**src/rtl/eth_pkg.sv**
```systemverilog
// eth_pkg: shared definitions for the Ethernet port receiver and transmitter.
// Holds the packet-word layout {end, start, data[31:0]}, the transmitter
// state encoding and a helper that sizes the inter-packet-gap counter.
package eth_pkg;

  localparam int DATA_W    = 32;
  localparam int WORD_W    = 34;
  localparam int END_BIT   = 33;
  localparam int START_BIT = 32;

  typedef enum logic [1:0] {
    IDLE,
    TX,
    GAP
  } tx_states;

  // Width of a counter that must hold values 0..ipg; never narrower than 1.
  function automatic int gap_cnt_w(input int ipg);
    int w;
    w = $clog2(ipg + 1);
    return (w < 1) ? 1 : w;
  endfunction

endpackage

```
**src/rtl/eth_tx_gap_timer.sv**
```systemverilog
// eth_tx_gap_timer: loadable down-counter that times the inter-packet gap.
// Ports:
//   clk     clock
//   rstn    asynchronous reset, active low (counter clears to 0)
//   load_i  load IPG_CYCLES-1 this cycle (entry into the gap)
//   done_o  counter currently reads 0
module eth_tx_gap_timer
  import eth_pkg::*;
#(
  parameter int IPG_CYCLES = 2
) (
  input  logic clk,
  input  logic rstn,
  input  logic load_i,
  output logic done_o
);

  localparam int CNT_W = gap_cnt_w(IPG_CYCLES);
  // With no gap configured the timer is never loaded; keep the constant legal.
  localparam logic [CNT_W-1:0] LOAD_VAL =
    (IPG_CYCLES > 0) ? CNT_W'(IPG_CYCLES - 1) : '0;

  logic [CNT_W-1:0] cnt_q, cnt_d;

  always_comb begin
    cnt_d = cnt_q;
    if (load_i) begin
      cnt_d = LOAD_VAL;
    end else if (cnt_q != '0) begin
      cnt_d = cnt_q - CNT_W'(1);
    end
  end

  always_ff @(posedge clk or negedge rstn) begin
    if (!rstn) begin
      cnt_q <= '0;
    end else begin
      cnt_q <= cnt_d;
    end
  end

  assign done_o = (cnt_q == '0);

endmodule

```
**src/rtl/eth_tx.sv**
```systemverilog
// eth_tx: Ethernet egress port. Drains a first-word-fall-through FIFO of
// {end, start, data} words onto a framed output port, enforcing a minimum
// idle gap between packets, resynchronising on framing errors and counting
// completed packets.
// Ports:
//   clk        clock
//   rstn       asynchronous reset, active low
//   rd_data    FIFO head word, valid whenever empty=0
//   empty      FIFO empty
//   rd_en      pop FIFO head this cycle (combinational)
//   o_data     output data (0 when o_valid=0)
//   o_valid    o_data/o_start/o_end valid
//   o_start    first word of packet
//   o_end      last word of packet
//   o_err      one-cycle pulse on a framing error
//   o_pkt_cnt  packets completed, wraps at 16 bits
module eth_tx
  import eth_pkg::*;
#(
  parameter int IPG_CYCLES = 2
) (
  input  logic              clk,
  input  logic              rstn,
  input  logic [WORD_W-1:0] rd_data,
  input  logic              empty,
  output logic              rd_en,
  output logic [DATA_W-1:0] o_data,
  output logic              o_valid,
  output logic              o_start,
  output logic              o_end,
  output logic              o_err,
  output logic [15:0]       o_pkt_cnt
);

  tx_states          state_q, state_d;
  logic [DATA_W-1:0] data_q, data_d;
  logic              valid_q, valid_d;
  logic              start_q, start_d;
  logic              end_q, end_d;
  logic              err_q, err_d;
  logic [15:0]       cnt_q, cnt_d;

  logic     pop;
  logic     emit;
  logic     gap_load;
  logic     gap_done;
  logic     head_start;
  logic     head_end;
  tx_states after_end;

  assign head_start = rd_data[START_BIT];
  assign head_end   = rd_data[END_BIT];
  // With no gap configured the next packet may follow immediately.
  assign after_end  = (IPG_CYCLES == 0) ? IDLE : GAP;

  eth_tx_gap_timer #(
    .IPG_CYCLES(IPG_CYCLES)
  ) u_gap_timer (
    .clk   (clk),
    .rstn  (rstn),
    .load_i(gap_load),
    .done_o(gap_done)
  );

  always_comb begin
    state_d  = state_q;
    pop      = 1'b0;
    emit     = 1'b0;
    gap_load = 1'b0;
    data_d   = '0;
    valid_d  = 1'b0;
    start_d  = 1'b0;
    end_d    = 1'b0;
    err_d    = 1'b0;
    cnt_d    = cnt_q;

    case (state_q)
      IDLE: begin
        if (!empty) begin
          pop = 1'b1;
          if (head_start) begin
            emit = 1'b1;
          end else begin
            // Word outside any packet: drop it and wait for the next start.
            err_d = 1'b1;
          end
        end
      end
      TX: begin
        if (!empty) begin
          pop  = 1'b1;
          emit = 1'b1;
          // A start here means the previous packet never ended; it is
          // abandoned uncounted and this word opens a fresh packet.
          err_d = head_start;
        end
      end
      GAP: begin
        if (gap_done) begin
          state_d = IDLE;
        end
      end
      default: begin
        state_d = IDLE;
      end
    endcase

    if (emit) begin
      valid_d = 1'b1;
      data_d  = rd_data[DATA_W-1:0];
      start_d = head_start;
      end_d   = head_end;
      if (head_end) begin
        cnt_d    = cnt_q + 16'd1;
        state_d  = after_end;
        gap_load = (after_end == GAP);
      end else begin
        state_d = TX;
      end
    end
  end

  always_ff @(posedge clk or negedge rstn) begin
    if (!rstn) begin
      state_q <= IDLE;
      data_q  <= '0;
      valid_q <= 1'b0;
      start_q <= 1'b0;
      end_q   <= 1'b0;
      err_q   <= 1'b0;
      cnt_q   <= '0;
    end else begin
      state_q <= state_d;
      data_q  <= data_d;
      valid_q <= valid_d;
      start_q <= start_d;
      end_q   <= end_d;
      err_q   <= err_d;
      cnt_q   <= cnt_d;
    end
  end

  // Held low during reset so no word is popped while it could not be emitted.
  assign rd_en     = pop & rstn;
  assign o_data    = data_q;
  assign o_valid   = valid_q;
  assign o_start   = start_q;
  assign o_end     = end_q;
  assign o_err     = err_q;
  assign o_pkt_cnt = cnt_q;

endmodule

```
**config.mk**
```make
export PLATFORM = sky130hd
export DESIGN_NAME = eth_tx
export DESIGN_NICKNAME = d
export VERILOG_FILES = /design/src/rtl/eth_pkg.sv /design/src/rtl/eth_tx_gap_timer.sv /design/src/rtl/eth_tx.sv
export SDC_FILE = /design/constraint.sdc
export NUM_CORES = 1
export LEC_CHECK = 0
export CORE_ASPECT_RATIO = 0.75
export CORE_MARGIN = 2
export CORE_UTILIZATION = 40
export CTS_CLUSTER_SIZE = 10
export DETAILED_ROUTE_END_ITERATION = 16
export PLACE_DENSITY = 0.77
export SYNTH_ARGS = -nofsm -noshare
export SYNTH_HDL_FRONTEND = slang
export SYNTH_SLANG_ARGS = --single-unit
```
**constraint.sdc**
```tcl
create_clock -name clk -period 2.13 [get_ports clk]
set_input_delay 0.213 -clock clk [delete_from_list [all_inputs] [get_ports clk]]
set_output_delay 0.213 -clock clk [all_outputs]
set_load 0.005 [all_outputs]
```
# Word-level counts from Yosys, hierarchy flattened
# Cells that the tools add are included.
# W data, S select, Z words.
[word_totals]
regBits = 56
inputBits = 37
elab_cells = 43
output_inout_bits = 53
[op_classes]
n_reduce_logical = 7
bitwise = 1
n_mux = 21
addsub = 2
n_eq_ne = 4
[op_table]
columns = ["operator", "n"]
rows = [
  ["$mux W32", 1],
  ["$add A16 B1 Y16 const B", 1],
  ["$mux W1", 12],
  ["$mux W2", 5],
  ["$logic_not A2 Y1", 2],
  ["$pmux W1 S2", 2],
  ["$pmux W2 S2", 1],
  ["$reduce_and A2 Y1", 2],
  ["$reduce_bool A2 Y1", 2],
  ["$ne A3 B3 Y1 const B", 1],
  ["$eq A2 B1 Y1 const B", 1],
  ["$eq A2 B2 Y1 const B", 1],
  ["$ne A2 B1 Y1 const B", 1],
  ["$reduce_or A2 Y1", 1],
  ["$sub A2 B1 Y2 const B", 1],
  ["$and A1 B1 Y1", 1],
]

# Depth between registers and ports, before layout
[logic_depth]
word_depth = 5
ltp_mapped = 7
ltp_nobuf = 6

# Hierarchy
# A second synthesis with hierarchy kept.
[hier_totals]
hier_cells = 161
hier_area_um2 = 2072.0
[modules_own_cells]
columns = ["mod", "n_inst", "area_per_inst_um2", "cells_per_inst"]
rows = [
  ["eth_tx", 1, 1973.1, 152],
  ["eth_tx_gap_timer", 1, 98.8, 9],
]

# Worst setup path after synthesis
# Ideal clock, no wire load.
[synth_path]
path_kind = "reg2reg"
startpoint = "register state_q[1]"
endpoint = "register cnt_q[1], in the netlist o_pkt_cnt[1]"
arrival_ns = 1.381
path_slack_ns = 0.622
stages_incl_launch_ff = 7
setup_time_ns = 0.128
cell_sequence = "dfrtp_1 > or2_1 > buf_6 > nor2_4 > nand2_2 > inv_2 > mux2_1"
[synth_via]
elab_chain_len = 3
[synth_lines]
columns = ["element", "line_no", "source"]
rows = [
  ["from (decl)", "eth_tx.sv:35", "tx_states state_q, state_d;"],
  ["from (signal assigned)", "eth_tx.sv:133", "state_q <= state_d;"],
  ["$eq A2 B1 Y1 / $logic_not A2 Y1 (equally long branches)", "eth_tx.sv:77", "case (state_q)"],
  ["$pmux W1 S2 (*)", "eth_tx.sv:77", ""],
  ["$reduce_and A2 Y1 (no source line) (*)", "n/a", ""],
  ["to (signal assigned)", "eth_tx.sv:139", "cnt_q <= cnt_d;"],
  ["to (decl)", "eth_tx.sv:41", "logic [15:0] cnt_q, cnt_d;"],
]
# Every way passes the cells marked *; elsewhere a longest branch is shown, timed or not.
# A chain may end at the register's enable or synchronous reset.

# Worst setup path after layout
[layout_path]
startpoint = "register state_q[1]"
endpoint = "output port rd_en"
[layout_via]
elab_chain_len = 4
[layout_lines]
columns = ["element", "line_no", "source"]
rows = [
  ["$eq A2 B1 Y1 / $logic_not A2 Y1 (equally long branches)", "eth_tx.sv:77", ""],
  ["$reduce_or A2 Y1 (no source line) (*)", "n/a", ""],
  ["$mux W1 (*)", "n/a", ""],
  ["$and A1 B1 Y1 (*)", "eth_tx.sv:144", "assign rd_en = pop & rstn;"],
  ["to (decl)", "eth_tx.sv:26", "output logic rd_en,"],
]
# Marked as above.

==> flow_metrics.py <==
metrics = {
    "status": {
        "status": "finished clean",
    },
    "route": {
        "vias": 1438,
        "first_iter_violations": 46,
        "wire_per_inst_um": 13.4,
        "drt_pass1_iterations": 4,
        "avgViaCountPerCell": 4.59,
        "totalWireLength_um": 4200,
        "ant_nets": 0,
        "drcViolationCount": 0,
    },
    "sta": {
        "fin_crit_sh": 0.793,
        "worst_slack_ps": 441,
        "finalSetupViolations": 0,
        "setup_tns_ps": 0,
        "fin_hold_ws_ps": 34.4,
        "hold_viol": 0,
        "fmax_mhz": 592,
        "finClkSkew_ps": 6.06,
        "drv_slew": 0,
        "rsz0062_at_grt": "false",
        "slew_headroom": 0.546,
        "tightest_slew_ps": 681,
        "fin_crit_ps": 1690,
    },
    "place": {
        "dpl.hpwl_um": 3020,
        "place_ws_ps": 278,
        "port_buffers": 89,
        "place_congestion": 0.701,
    },
    "critical_path": {
        "worstSetupEndpointType": "primary output",
        "worstRegToRegCells": 4,
        "cp.arrival_ps": 1480,
        "startpoint_type": "flop",
        "cp.required_ps": 1920,
        "reg2reg_from": "state_q[1]",
        "worstReg2RegEnd": "o_pkt_cnt[12]",
        "r2r_setup_slack_ps": 480,
        "crit_type": "reg -> out",
        "cp_max_fo": 4,
    },
    "floorplan": {
        "core_area_um2": 4950,
        "start_util": 0.418,
        "die-area_um2": 5780,
        "row_count": 22,
        "ioPinCount": 90,
        "die_x_um": 87.1,
        "die_h_um": 66.4,
    },
    "final_layout": {
        "num-nets-final": 291,
        "final_common_cell": "clkdlybuf4s50_1",
        "drive_gt1_frac": 0.0632,
        "areaGrowthSynthToFinish_pct": 51.2,
        "final_cell_mix": "clkdlybuf4s50_1 (88), dfrtp_1 (56), and2_1 (36), xnor2_1 (12), nand4_1 (8)",
        "diodes": 0,
        "fillers": 401,
    },
    "synthesis": {
        "yosysUniqueCellTypes": 26,
        "synth-seq-cells": 56,
        "ys_seq_area_frac": 0.676,
        "ys.warnings.count": 0,
        "syn_area_um2": 2070,
        "yosysTopAreaCell": "dfrtp_1",
        "yosysTopAreaCellShare": 0.676,
        "avgSynthCellArea_um2": 13.1,
        "postSynthNetCount": 197,
        "syn_inst": 158,
        "ys_top_cells_by_area": "dfrtp_1 (68%), and2_1 (11%), xnor2_1 (5.1%)",
    },
    "min_path": {
        "hp-class": "in -> async",
    },
    "clock_network": {
        "postCtsHoldBufs": 0,
        "ctsResizeCount": 0,
        "clk_latency_ps": 310,
        "clock-root-buffer": "clkbuf_8",
        "numClockSinks": 56,
        "cts_tree": "yes",
        "cts_buffers": 5,
        "clk_pin_slew_ps": 90,
        "postCtsSetupBuffers": 0,
        "cts.htree.levels": 2,
        "ctsLongestPathBuffers": 2,
    },
    "power_and_ir_drop": {
        "power_density_nw_per_um2": 908,
        "total_power_mw": 2.85,
        "p_leak_nw": 1.40,
        "ir_drop_uv": 461,
    },
    "grt": {
        "grt_use_met1": 0.208,
        "grt_overflow": 0,
        "grt_pass1_vias": 1471,
        "top_usage_layer": "met2",
        "grtUsageTotal": 0.165,
        "grt_pass1_wl_um": 7060,
        "grtUsageMet3": 0.107,
        "grt.met2_usage": 0.225,
        "antenna_found_initial": 0,
        "grt_max_degree": 57,
    },
    "flow_run": {
        "cap_violations": 0,
    },
}
## stage by stage
step / utilization / area [um^2] / std cells
3_5_place_dp: 0.611 / 3030 / 305
5_1_grt: 0.633 / 3130 / 313
2_1_floorplan: - / 2070 / 158
3_3_place_gp: 0.611 / 3030 / 305
6_report: 0.633 / 3130 / 313
4_1_cts: 0.633 / 3130 / 313
## registers in the layout, summed over array words and instances, names as in the netlist
| register | count |
|---|---|
| o_data | 32 |
| o_pkt_cnt | 16 |
| state_q | 2 |
| u_gap_timer.cnt_q | 2 |
| o_end | 1 |
| o_err | 1 |
| o_start | 1 |
| o_valid | 1 |
## worst max-delay path by stage
| stage | slack (ps) | to | cells after the start | from |
|---|---|---|---|---|
| after floorplan | 620 | o_pkt_cnt[1] | 6 | state_q[1] |
| after global placement | 300 | o_pkt_cnt[12] | 5 | empty |
| after detailed placement | 280 | o_pkt_cnt[12] | 5 | empty |
| after CTS | 430 | rd_en | 3 | state_q[1] |
| after global routing | 330 | rd_en | 3 | state_q[1] |
| final | 440 | rd_en | 3 | state_q[1] |
## metal layers
layer | vias up | part of all wire
li1 | 693 | -
met4 | 0 | 0.022
met5 | - | 0
met1 | 670 | 0.42
met2 | 67 | 0.41
met3 | 8 | 0.15
## power breakdown
group,internal (mW),switching [mW],leakage (nW)
Sequential,1.25,0.125,0.747
Combinational,0.483,0.303,0.599
Clock,0.349,0.334,0.0552
## cell type report
class,count,area (um^2),share of cell area
Tap cell,60,75.1,0.0240
Inverter,3,11.3,0.00359
Clock inverter,2,35.0,0.0112
Timing Repair Buffer,91,901,0.287
Sequential cell,56,1400,0.447
Clock buffer,6,72.6,0.0232
Multi-Input combinational cell,95,638,0.204
## logic make-up after synthesis
family / synth area share
compound gates: 0.00603
simple gates: 0.212
flops: 0.676
mux: 0.00543
fa+ha+maj: 0.0121
buf+inv: 0.0163
xor+xnor: 0.0718
## Yosys cell counts
cell / number
a21oi_1: 1
and2_1: 36
and2b_2: 1
and3_1: 2
buf_6: 1
clkbuf_1: 3
dfrtp_1: 56
ha_1: 2
inv_1: 2
inv_2: 1
mux2_1: 1
nand2_1: 7
nand2_2: 1
nand3_1: 4
nand4_1: 8
nor2_1: 6
nor2_2: 1
nor2_4: 1
nor3_1: 2
nor3b_1: 1
nor4_1: 1
nor4_4: 1
o21a_1: 1
or2_1: 1
xnor2_1: 12
xor2_1: 5
## worst max-delay path, cell delays in order, from the launching register on
cell and delay, ps:
dfrtp_1 420, nor2_1 130, and2_1 130, clkdlybuf4s50_1 490
Power figures use the tool's default switching activity.
